[config.mk]
export PLATFORM = sky130hd
export DESIGN_NAME = id_hazard_ctrl
export DESIGN_NICKNAME = d
export VERILOG_FILES = /design/src/rtl/id_hazard_ctrl_pkg.sv /design/src/rtl/id_hazard_ctrl_sb_cnt_cell.sv /design/src/rtl/id_hazard_ctrl.sv
export SDC_FILE = /design/constraint.sdc
export NUM_CORES = 1
export LEC_CHECK = 0
export BUFFER_PORTS_ARGS = -buffer_cell sky130_fd_sc_hd__buf_2
export CORE_ASPECT_RATIO = 1.4
export CORE_UTILIZATION = 50
export CTS_BUF_LIST = sky130_fd_sc_hd__clkbuf_2 sky130_fd_sc_hd__clkbuf_4 sky130_fd_sc_hd__clkbuf_8
export CTS_CLUSTER_DIAMETER = 40
export DETAILED_ROUTE_END_ITERATION = 10
export PLACE_DENSITY = 0.8
export REMOVE_ABC_BUFFERS = 1
export SYNTH_ARGS = -nofsm -noshare
export SYNTH_HDL_FRONTEND = slang
export SYNTH_SLANG_ARGS = --single-unit
[constraint.sdc]
create_clock -name clk -period 7.7 [get_ports clk]
set_input_delay 1.155 -clock clk [delete_from_list [all_inputs] [get_ports clk]]
set_output_delay 1.155 -clock clk [all_outputs]
set_load 0.01 [all_outputs]
[src/rtl/id_hazard_ctrl_pkg.sv]
// rtl/id_hazard_ctrl_pkg.sv - shared constants for the decode-stage interlock controller
package id_hazard_ctrl_pkg;
  localparam int STALL_PC  = 0;
  localparam int STALL_IF  = 1;
  localparam int STALL_ID  = 2;
  localparam int STALL_EX  = 3;
  localparam int STALL_MEM = 4;
  localparam int STALL_WB  = 5;

  typedef enum logic [1:0] {
    CLS_ALU  = 2'b00,
    CLS_LOAD = 2'b01,
    CLS_MDU  = 2'b10,
    CLS_RSV  = 2'b11
  } id_class_e;

  localparam logic RST_ACTIVE   = 1'b0;
  localparam int   LOAD_LAT_DEF = 1;
  localparam int   MDU_LAT_DEF  = 32;
endpackage

[src/rtl/id_hazard_ctrl_sb_cnt_cell.sv]
// rtl/id_hazard_ctrl_sb_cnt_cell.sv - one scoreboard countdown entry
module sb_cnt_cell
  import id_hazard_ctrl_pkg::*;
#(
  parameter int CNT_W = 6
) (
  input  logic             clk,
  input  logic             rst,
  input  logic             load,
  input  logic [CNT_W-1:0] load_val,
  input  logic             dec,
  output logic             nonzero
);
  logic [CNT_W-1:0] cnt;

  // A fresh issue wins over the countdown of the same entry.
  always_ff @(posedge clk) begin
    if (rst == RST_ACTIVE)
      cnt <= '0;
    else if (load)
      cnt <= load_val;
    else if (dec && cnt != '0)
      cnt <= cnt - CNT_W'(1);
  end

  assign nonzero = (cnt != '0);
endmodule

[src/rtl/id_hazard_ctrl.sv]
// rtl/id_hazard_ctrl.sv - decode-stage RAW/WAW/MDU interlock and pipeline stall vector
module id_hazard_ctrl
  import id_hazard_ctrl_pkg::*;
#(
  parameter int REG_NUM  = 32,
  parameter int REG_AW   = 5,
  parameter int CNT_W    = 6,
  parameter int LOAD_LAT = LOAD_LAT_DEF,
  parameter int MDU_LAT  = MDU_LAT_DEF
) (
  input  logic               clk,
  input  logic               rst,
  input  logic               id_valid_i,
  input  logic               id_reg1_read_i,
  input  logic [REG_AW-1:0]  id_reg1_addr_i,
  input  logic               id_reg2_read_i,
  input  logic [REG_AW-1:0]  id_reg2_addr_i,
  input  logic               id_wreg_i,
  input  logic [REG_AW-1:0]  id_wd_i,
  input  logic [1:0]         id_class_i,
  input  logic               stallreq_ex_i,
  input  logic               flush_i,
  output logic [5:0]         stall_o,
  output logic               stallreq_id_o,
  output logic               mdu_busy_o,
  output logic [REG_NUM-1:0] pending_o
);
  localparam logic [CNT_W-1:0] LOAD_VAL = CNT_W'(LOAD_LAT);
  localparam logic [CNT_W-1:0] MDU_VAL  = CNT_W'(MDU_LAT);

  logic               run;
  logic [REG_NUM-1:0] pend;
  logic               mdu_nz;
  logic               is_load, is_mdu;
  logic               raw1, raw2, waw, structural;
  logic               issue, issue_rec, dec_en;
  logic [5:0]         stall;

  assign run     = (rst != RST_ACTIVE);
  assign is_load = (id_class_i == CLS_LOAD);
  assign is_mdu  = (id_class_i == CLS_MDU);
  assign dec_en  = !stallreq_ex_i;

  // Register 0 has no cell, so it can never be pending.
  assign pend[0] = 1'b0;

  for (genvar r = 1; r < REG_NUM; r++) begin : g_reg
    sb_cnt_cell #(.CNT_W(CNT_W)) u_cell (
      .clk      (clk),
      .rst      (rst),
      .load     (issue_rec && (id_wd_i == REG_AW'(r))),
      .load_val (is_mdu ? MDU_VAL : LOAD_VAL),
      .dec      (dec_en),
      .nonzero  (pend[r])
    );
  end

  sb_cnt_cell #(.CNT_W(CNT_W)) u_mdu_cell (
    .clk      (clk),
    .rst      (rst),
    .load     (issue && is_mdu),
    .load_val (MDU_VAL),
    .dec      (dec_en),
    .nonzero  (mdu_nz)
  );

  assign raw1       = id_reg1_read_i && (id_reg1_addr_i != '0) && pend[id_reg1_addr_i];
  assign raw2       = id_reg2_read_i && (id_reg2_addr_i != '0) && pend[id_reg2_addr_i];
  assign waw        = id_wreg_i && (id_wd_i != '0) && pend[id_wd_i];
  assign structural = is_mdu && mdu_nz;

  assign stallreq_id_o = run && id_valid_i && !flush_i && (raw1 || raw2 || waw || structural);

  // The execute hold outranks the decode hold and is not masked by flush.
  always_comb begin
    stall = 6'b000000;
    if (run && stallreq_ex_i)
      stall = 6'b001111;
    else if (stallreq_id_o)
      stall = 6'b000111;
  end

  assign issue     = id_valid_i && !flush_i && !stall[STALL_ID] && id_wreg_i && (id_wd_i != '0);
  assign issue_rec = issue && (is_load || is_mdu);

  assign stall_o    = stall;
  assign mdu_busy_o = run && mdu_nz;
  assign pending_o  = run ? pend : '0;
endmodule

=== After elaboration in Yosys (flattened, before gate mapping) ===
Index checks and enable logic that the tools add are counted.

* Input port bits: 25
* Output and inout bits: 40
* Bits in registers: 192

* Reduce and logical (&&, ||, !) cells: 156
* Magnitude comparators: 3
* Equality and inequality tests: 33
* Bitwise operators: 1
* Mux-type cells: 74
* Add/subtract/negate cells: 32

{| class="wikitable"
|+ Operators with widths
! cell !! count
|-
| $mux 6 || 66
|-
| $reduce_bool 6->1 || 32
|-
| $sub 6x1->6 const B || 32
|-
| $logic_and 1x1->1 || 81
|-
| $eq 5x5->1 const B || 16
|-
| $reduce_bool 2->1 || 32
|-
| $eq 5x4->1 const B || 8
|-
| $mux 32 || 1
|-
| $eq 5x3->1 const B || 4
|-
| $lt 5x6->1 const B || 3
|-
| $bmux 1 s5 || 3
|-
| $reduce_bool 5->1 || 3
|-
| $eq 5x2->1 const B || 2
|-
| $eq 5x1->1 const B || 1
|-
| $logic_or 1x1->1 || 4
|-
| $logic_not 1->1 || 3
|-
| $mux 1 || 3
|-
| $mux 3 || 1
|-
| $eq 2x1->1 const B || 1
|-
| $eq 2x2->1 const B || 1
|-
| $reduce_or 2->1 || 1
|-
| $not 1->1 || 1
|}

=== Longest topological paths before layout ===
Gate-level depths: netlist (run 1).

* Depth in word-level cells: 17
* Depth in mapped cells: 13
* Mapped depth without buffers: 10

=== Hierarchy ===
Synthesis (run 1) repeated with hierarchy kept, for this count alone.

* Cells, all modules: 1623
* Area, all modules: 13520.5 µm²

{| class="wikitable"
|+ By module, submodules not included
! module !! instances !! area an instance (µm²) !! cells an instance
|-
| sb_cnt_cell || 32 || 369.1 || 44
|-
| id_hazard_ctrl || 1 || 1709.1 || 215
|}

=== Least setup slack after synthesis (run 1) ===
OpenSTA, ideal clock, no wires.

* Kind: in2out
* Start: in id_wd_i[1]
* End: out stall_o[1]
* Stages: 11
* Arrival time: 3340 ps
* Required time: 6545 ps
* Path buffers: 5
* Setup slack: 3205 ps
* Path through: clkbuf_1 > buf_2 > a31oi_1 > or3_1 > a41oi_1 > and4_1 > clkbuf_1 > buf_2 > nand2_1 > a31o_2 > buf_4

* Cells in the longest elaborated chain, start to end: 8
* Elaborated cells on any way between the ends: 10
* Classes of those cells: mux: 4; reduce/logical: 6

{| class="wikitable"
|+ RTL lines
! item !! line !! RTL
|-
| start: declaration || id_hazard_ctrl.sv:19 || <nowiki>input logic [REG_AW-1:0] id_wd_i,</nowiki>
|-
| $bmux 1 s5 or $reduce_bool 5->1 (tied branches) || id_hazard_ctrl.sv:69 || <nowiki>assign waw = id_wreg_i && (id_wd_i != '0) && pend[id_wd_i];</nowiki>
|-
| $mux 1 (not written as such) or $logic_and 1x1->1 (tied branches) || id_hazard_ctrl.sv:69 ||
|-
| $logic_and 1x1->1 (*) || id_hazard_ctrl.sv:69 ||
|-
| $logic_or 1x1->1 (*) (2 in series) || id_hazard_ctrl.sv:72 || <nowiki>assign stallreq_id_o = run && id_valid_i && !flush_i && (raw1 || raw2 || waw || structural);</nowiki>
|-
| $logic_and 1x1->1 (*) || id_hazard_ctrl.sv:72 ||
|-
| $mux 3 (*) || id_hazard_ctrl.sv:79 || <nowiki>else if (stallreq_id_o)</nowiki>
|-
| $mux 6 (*) || id_hazard_ctrl.sv:77 || <nowiki>if (run && stallreq_ex_i)</nowiki>
|-
| end: declaration || id_hazard_ctrl.sv:23 || <nowiki>output logic [5:0] stall_o,</nowiki>
|}

Mark *: on every way between the ends. The rest lies on a longest branch, timed or not. The select of a mux whose other input is x is not followed.

=== Worst setup path after layout (run 1) ===
* Start: reg g_reg[27].u_cell.cnt[0]
* End: out stall_o[2]

* Cells in the longest elaborated chain, start to end: 10
* Elaborated cells on any way between the ends: 16
* Classes of those cells: mux: 8; reduce/logical: 8

{| class="wikitable"
|+ RTL lines
! item !! line !! RTL
|-
| start: declaration || id_hazard_ctrl_sb_cnt_cell.sv:14 || <nowiki>logic [CNT_W-1:0] cnt;</nowiki>
|-
| start signal: assignment || id_hazard_ctrl_sb_cnt_cell.sv:21 || <nowiki>cnt <= load_val;</nowiki>
|-
| start signal: assignment || id_hazard_ctrl_sb_cnt_cell.sv:23 || <nowiki>cnt <= cnt - CNT_W'(1);</nowiki>
|-
| $reduce_bool 6->1 (*) || id_hazard_ctrl_sb_cnt_cell.sv:26 || <nowiki>assign nonzero = (cnt != '0);</nowiki>
|-
| $bmux 1 s5, on equally long branches || id_hazard_ctrl.sv:67, id_hazard_ctrl.sv:68 ||
|-
| $mux 1, on equally long branches || id_hazard_ctrl.sv:67, id_hazard_ctrl.sv:68 ||
|-
| $logic_and 1x1->1, on equally long branches || id_hazard_ctrl.sv:67, id_hazard_ctrl.sv:68 ||
|-
| $logic_or 1x1->1 || id_hazard_ctrl.sv:72 ||
|-
| $logic_or 1x1->1 (*) (2 in series) || id_hazard_ctrl.sv:72 ||
|-
| $logic_and 1x1->1 (*) || id_hazard_ctrl.sv:72 ||
|-
| $mux 3 (*) || id_hazard_ctrl.sv:79 ||
|-
| $mux 6 (*) || id_hazard_ctrl.sv:77 ||
|}

Marks and branches as above.

==> results of run 1 <==
## layout make-up
| class | instances | area, sq um |
|---|---|---|
| tap | 297 | 371.6 |
| clock buffer | 18 | 247.7 |
| timing repair buffer | 70 | 372.9 |
| antenna | 3 | 7.507 |
| clock inverter | 14 | 165.2 |
| multi-input combinational | 1074 | 6648 |
| sequential | 192 | 3844 |
| inverter | 76 | 287.8 |
| fill | 2113 | 9837 |
## how the worst min path moves through the flow
| stage | start | to | slack (ps) | cells past startpoint |
|---|---|---|---|---|
| finish | g_reg[21].u_cell.cnt[4] | g_reg[21].u_cell.cnt[4] | 490 | 2 |
| global route | g_reg[1].u_cell.cnt[4] | g_reg[1].u_cell.cnt[4] | 520 | 2 |
| CTS | g_reg[21].u_cell.cnt[4] | g_reg[21].u_cell.cnt[4] | 490 | 2 |
| detailed placement | g_reg[21].u_cell.cnt[4] | g_reg[21].u_cell.cnt[4] | 480 | 2 |
| global placement | g_reg[21].u_cell.cnt[4] | g_reg[21].u_cell.cnt[4] | 470 | 2 |
| floorplan | g_reg[19].u_cell.cnt[4] | g_reg[19].u_cell.cnt[4] | 460 | 2 |
## through the flow
step | area [sq um] | setup WS, ps | util, % | hold WS [ps]
3_5_place_dp | 11520 | 3136 | 52.91 | 478.1
2_1_floorplan | 10780 | 2690 | - | 456.7
3_3_place_gp | 11520 | 3184 | 52.91 | 469.9
6_report | 11940 | 2690 | 54.84 | 490.5
5_1_grt | 11940 | 2462 | 54.83 | 521.4
4_1_cts | 11940 | 2742 | 54.80 | 492.0
## worst max-delay path: cells and delay by family, from the launching register on
family                   cells  cell delay (ps)
flip-flops                   1              320
AND/OR/NAND/NOR              4             1710
AO/OA/AOI/OAI                3              930
buffers and inverters        2              240
adder cells (fa/ha/maj)      1              160
## sequential cells by signal (all words and copies together) (netlist names)
register,flops
u_mdu_cell.cnt,6
g.u_cell.cnt,186
## cells in the mapped netlist, types with 25 or more instances
master,instances,area share (%)
clkbuf_1,47,1.6
ha_1,35,4.0
o211ai_1,26,1.8
a21oi_1,70,3.2
xnor2_1,93,7.4
nand3_1,36,1.6
or3_1,28,1.6
nor4_1,25,1.4
and2_1,37,2.1
nor2_1,170,5.8
inv_1,74,2.5
xor2_1,40,3.2
o21ai_0,27,1.2
nor3_1,86,3.9
nand2_1,172,5.8
dfxtp_1,192,35
## cell families after synthesis
group | share of synthesized area (%)
XOR/XNOR | 10.52
flip-flops | 34.73
AND/OR/NAND/NOR | 29.50
multiplexers | 3.188
AO/OA/AOI/OAI | 12.79
buffers and inverters | 5.279
adder cells (fa/ha/maj) | 3.957
other | 0.03388
## layer usage
metal | track usage [%] | vias to the layer above | wire length, um
met5 | 0 | - | 0
met4 | 16.57 | 0 | 1587
met3 | 4.169 | 103 | 1641
met2 | 46.08 | 363 | 14510
met1 | 30.99 | 4760 | 11870
li1 | - | 4916 | -
## power by group through the flow
stage               logic (mW)  clock network, mW  registers [mW]
floorplan                 2.23                  0            1.62
global placement          2.86                  0            1.68
detailed placement        2.94                  0            1.69
CTS                       2.96              0.718            1.68
global route              3.32              0.757            1.73
finish                    2.97              0.713            1.68
==> flow_summary.yaml, run 1 <==
detailed_routing:
  route.antenna.remaining_nets: 0
  num_vias: 10140
  drt_iter0_drc: 829
  drt_pass1_iterations: 7
  wirelength_mm: 29.62
  post_drt_via_cell_ratio: 5.815
  post-route-drc-count: 0
  routed_wire_length_per_instance_um: 16.98
logic_synthesis:
  synth.yosys.warnings: 0
  synth_async_sr_flop_share_pct: 0
  post_synth_edffs: 0
  yosys.cell_types.count: 73
  ys_ff_latch: 192
  synth.yosys.seq_area_share_pct: 34.73
  synth_cells: 1407
  syn_area_per_cell_sq_um: 7.866
  synthFlopType: "dfxtp_1"
  synth.cell_area_sq_um: 11070
worst_setup_path:
  critical_path_arrival_ps: 3850
  slowest_delay_ps: 660
  crit_slowest_cell: "nor3_1"
  worst_r2r_path_depth: 10
  timing.critical_path.fanout_max: 10
  endpoint_kind: "output port"
  crit_chain: "inv_1, ha_1, or3b_1, nor3_1, a2111oi_0, nor4_1, o22a_1, nand2_1, a31o_2, buf_2"
  critical_path.reg2reg.startpoint: "g_reg[27].u_cell.cnt[0]"
  crit_end: "stall_o[2]"
  regToRegSetupSlack_ps: 3410
  worst_r2r_endpoint: "g_reg[1].u_cell.cnt[0]"
  crit_start: "g_reg[27].u_cell.cnt[0]"
  critical_path.startpoint_type: "flip-flop"
  critPathKind: "reg2out"
  critPathRequiredTime_ps: 6550
sta:
  worst-slew-pin-transition_ps: 1270
  setup_tns_ps: 0
  fmax_mhz: 199.6
  final.setup_skew_ps: 17.24
  slew_viol_final: 0
  setup_violations: 0
  hold_violation_total_from_the_final_report: 0
  grt_setup_unrepaired: "no"
  period_share_pct: 65.06
  post-route-min-period_ps: 5010
  timing.max_slew.rel_slack_pct: 15.30
finish:
  instances_no_fill: 1744
  finalNetCount: 1491
  syn_to_final_growth_pct: 7.914
  layout-drive-gt1-share_pct: 9.280
  mostFrequentLayoutCell: "dfxtp_1"
  layout.cells.most_common_list: "dfxtp_1, nand2_1, nor2_1, xnor2_1, nor3_1"
floorplan:
  core_area_sq_um: 21780
  die_w_um: 127.7
  placementRows: 64
  boundaryPins: 65
  die-height_um: 178.0
  effective_utilization_at_floorplan_pct: 50.82
  die_outline_area_sq_um: 22740
pwr:
  power.leakage_nw: 4.632
  internal_power_mw: 2.943
  flop_pwr_share_pct: 31.3
  vdd_ir_drop_max_v: 0.0002871
  power.share.switching_pct: 45.17
  power_density_nw_per_um2: 449.3
  comb_power_share_pct: 55.4
  switching_power_mw: 2.424
  power.share.clock_pct: 13.3
  report.power.total_mw: 5.367
clock_network:
  clockBufferDepth: 2
  tritoncts: "built"
  post_cts_repair_resize_count: 0
  cts.sinks: 192
  cts-hold-fix-buffers: 0
  cts_max_level: 4
  postCtsSetupBuffers: 0
  buffer_cell_driving_the_clock_tree_root: "clkbuf_8"
  cts.clk_slew.worst_paths_ps: 110
  clock_latency_late_sink_ps: 500
  tritoncts.num_buffers: 17
placement:
  place.port_buffers: 61
  gp_routability_congestion: 0.9828
  placed_insts: 1709
  detailedPlacementHpwl_mm: 21.34
global_route:
  overflow: 0
  largest_net_degree_at_the_start_of_global_routing: 55
  global_route.usage.total_pct: 26.75
  grt_pass1_wl_mm: 48.11
  grt_antenna_before_repair: 2
  number_of_global_route_vias_before_repair: 9837
status:
  outcome: "finished clean"
job:
  max_cap_viol_count: 0
min_path:
  min-delay-path-class: "reg2reg"
No activity file was read; power rests on OpenSTA's default activity.
==> run 2: changes to the inputs <==
Settings changed: PLACE_DENSITY 0.8 to 0.82.
Clock period 7.7 ns to 4.35 ns, I/O delays scaled along.
==> flow_summary.yaml, run 2 (synthesized netlist as in run 1, its figures left out) <==
finish:
  syn_to_final_growth_pct: 8.919
  largest_regs: "g.u_cell.cnt (186), u_mdu_cell.cnt (6)"
  layout.cell_area.non_filler_sq_um: 12060
  layout.cells.most_common_list: "dfxtp_1, nand2_1, nor2_1, xnor2_1, nor3_1"
  finalNetCount: 1506
  mostFrequentLayoutCell: "dfxtp_1"
  layout-drive-gt1-share_pct: 10.28
  layout.core_utilization_pct: 55.35
  max_flop_register: "g.u_cell.cnt"
  instances_no_fill: 1757
  largest_register_ff_count: 186
placement:
  place.port_buffers: 61
  placed_insts: 1724
  detailedPlace.worstSlack_ps: 721.2
  placed_cell_area_sq_um: 11660
  detailedPlacementHpwl_mm: 21.29
  gp_routability_congestion: 1.002
clock_network:
  cts_max_level: 4
  tritoncts: "built"
  cts.sinks: 192
  postCtsSetupBuffers: 0
  cts.clk_slew.worst_paths_ps: 110
  post_cts_repair_resize_count: 0
  clockBufferDepth: 2
  tritoncts.num_buffers: 17
  buffer_cell_driving_the_clock_tree_root: "clkbuf_8"
  cts-hold-fix-buffers: 0
  clock_latency_late_sink_ps: 500
global_route:
  overflow: 0
  number_of_global_route_vias_before_repair: 9628
  grt_pass1_wl_mm: 47.79
  global_route.usage.total_pct: 26.62
  grt_antenna_before_repair: 1
  largest_net_degree_at_the_start_of_global_routing: 96
detailed_routing:
  drt_iter0_drc: 852
  routed_wire_length_per_instance_um: 16.65
  wirelength_mm: 29.25
  post-route-drc-count: 0
  drt_pass1_iterations: 6
  post_drt_via_cell_ratio: 5.808
  route.antenna.remaining_nets: 0
  num_vias: 10210
floorplan:
  die-height_um: 178.0
  core_area_sq_um: 21780
  die_outline_area_sq_um: 22740
  boundaryPins: 65
  effective_utilization_at_floorplan_pct: 50.82
  die_w_um: 127.7
  placementRows: 64
worst_setup_path:
  cp.buffers_inverters: 2
  endpoint_kind: "output port"
  critical_path.startpoint_type: "flip-flop"
  slowest_delay_ps: 490
  crit_chain: "inv_1, ha_1, or3b_4, or3_1, mux4_2, o211ai_2, o22a_2, nand2_1, a31o_2, buf_2"
  critPathRequiredTime_ps: 3700
  timing.critical_path.fanout_max: 10
  crit_slowest_cell: "mux4_2"
  critical-path-top-delay-family: "simple AND/OR/NAND/NOR gates"
  critical_path_arrival_ps: 3380
  critPathKind: "reg2out"
pwr:
  power.leakage_nw: 4.713
  switching_power_mw: 4.254
  power.share.clock_pct: 12.4
  vdd_ir_drop_max_v: 0.0003918
  internal_power_mw: 5.210
  comb_power_share_pct: 56.2
  flop_pwr_share_pct: 31.4
  power.share.switching_pct: 44.95
  power_density_nw_per_um2: 785.0
  report.power.total_mw: 9.464
sta:
  finalHoldWorstSlack_ps: 491.5
  slew_viol_final: 0
  grt_setup_unrepaired: "no"
  timing.final.ws_setup_ps: 312.9
  final.setup_skew_ps: 19.59
  setup_violations: 0
  period_share_pct: 92.81
  post-route-min-period_ps: 4037
  fmax_mhz: 247.7
  worst-slew-pin-transition_ps: 993.8
  timing.max_slew.rel_slack_pct: 33.59
  setup_tns_ps: 0
  hold_violation_total_from_the_final_report: 0
job:
  max_cap_viol_count: 0
status:
  outcome: "finished clean"
min_path:
  min-delay-path-class: "reg2reg"
## run 2: cell count changes in the layout (fill, tap and decap cells not counted), moves of 2 or more
cell        previous run  this run
buf_12                 0         2
buf_4                  9        23
clkinv_2               0         2
clkinv_4               2         5
clkinvlp_4             2         0
diode_2                3         1
inv_6                  7         2
inv_8                  1         4
## run 2: final timing paths
path	start	endpoint	slack (ps)	cells past startpoint
max	g_reg[22].u_cell.cnt[0]	stall_o[1]	310	10
min reg2reg	g_reg[19].u_cell.cnt[4]	g_reg[19].u_cell.cnt[4]	490	2
min	g_reg[19].u_cell.cnt[4]	g_reg[19].u_cell.cnt[4]	490	2
max reg2reg	g_reg[22].u_cell.cnt[0]	g_reg[4].u_cell.cnt[0]	770	11
## run 2: layer usage
metal	global-route usage (%)	routed length [um]
met1	30.98	11950
met2	44.68	13940
met3	4.949	1663
met4	17.35	1707
met5	0	0
## run 2: power groups by stage
stage	Combinational, mW	Clock, mW	Sequential [mW]
2_1_floorplan	3.95	0	2.87
3_3_place_gp	5.12	0	2.97
3_5_place_dp	5.25	0	2.99
4_1_cts	5.30	1.19	2.96
5_1_grt	5.96	1.26	3.06
6_report	5.32	1.17	2.97
## run 2: cell type report
class,count,area [sq um]
Clock buffer,18,241.5
Antenna cell,1,2.502
Sequential cell,192,3844
Timing Repair Buffer,85,513.0
Tap cell,297,371.6
Inverter,76,287.8
Fill cell,2029,9726
Multi-Input combinational cell,1074,6649
Clock inverter,14,146.4
## run 2: worst reg2reg max path, cell delays in order (launching register included)
cell and delay, ps:
dfxtp_1 330, inv_1 90, ha_1 170, or3b_4 390, or3_1 340, mux4_2 490, o211ai_2 190, o22a_2 310
and2_4 300, and2_1 510, buf_12 220, a311oi_1 100
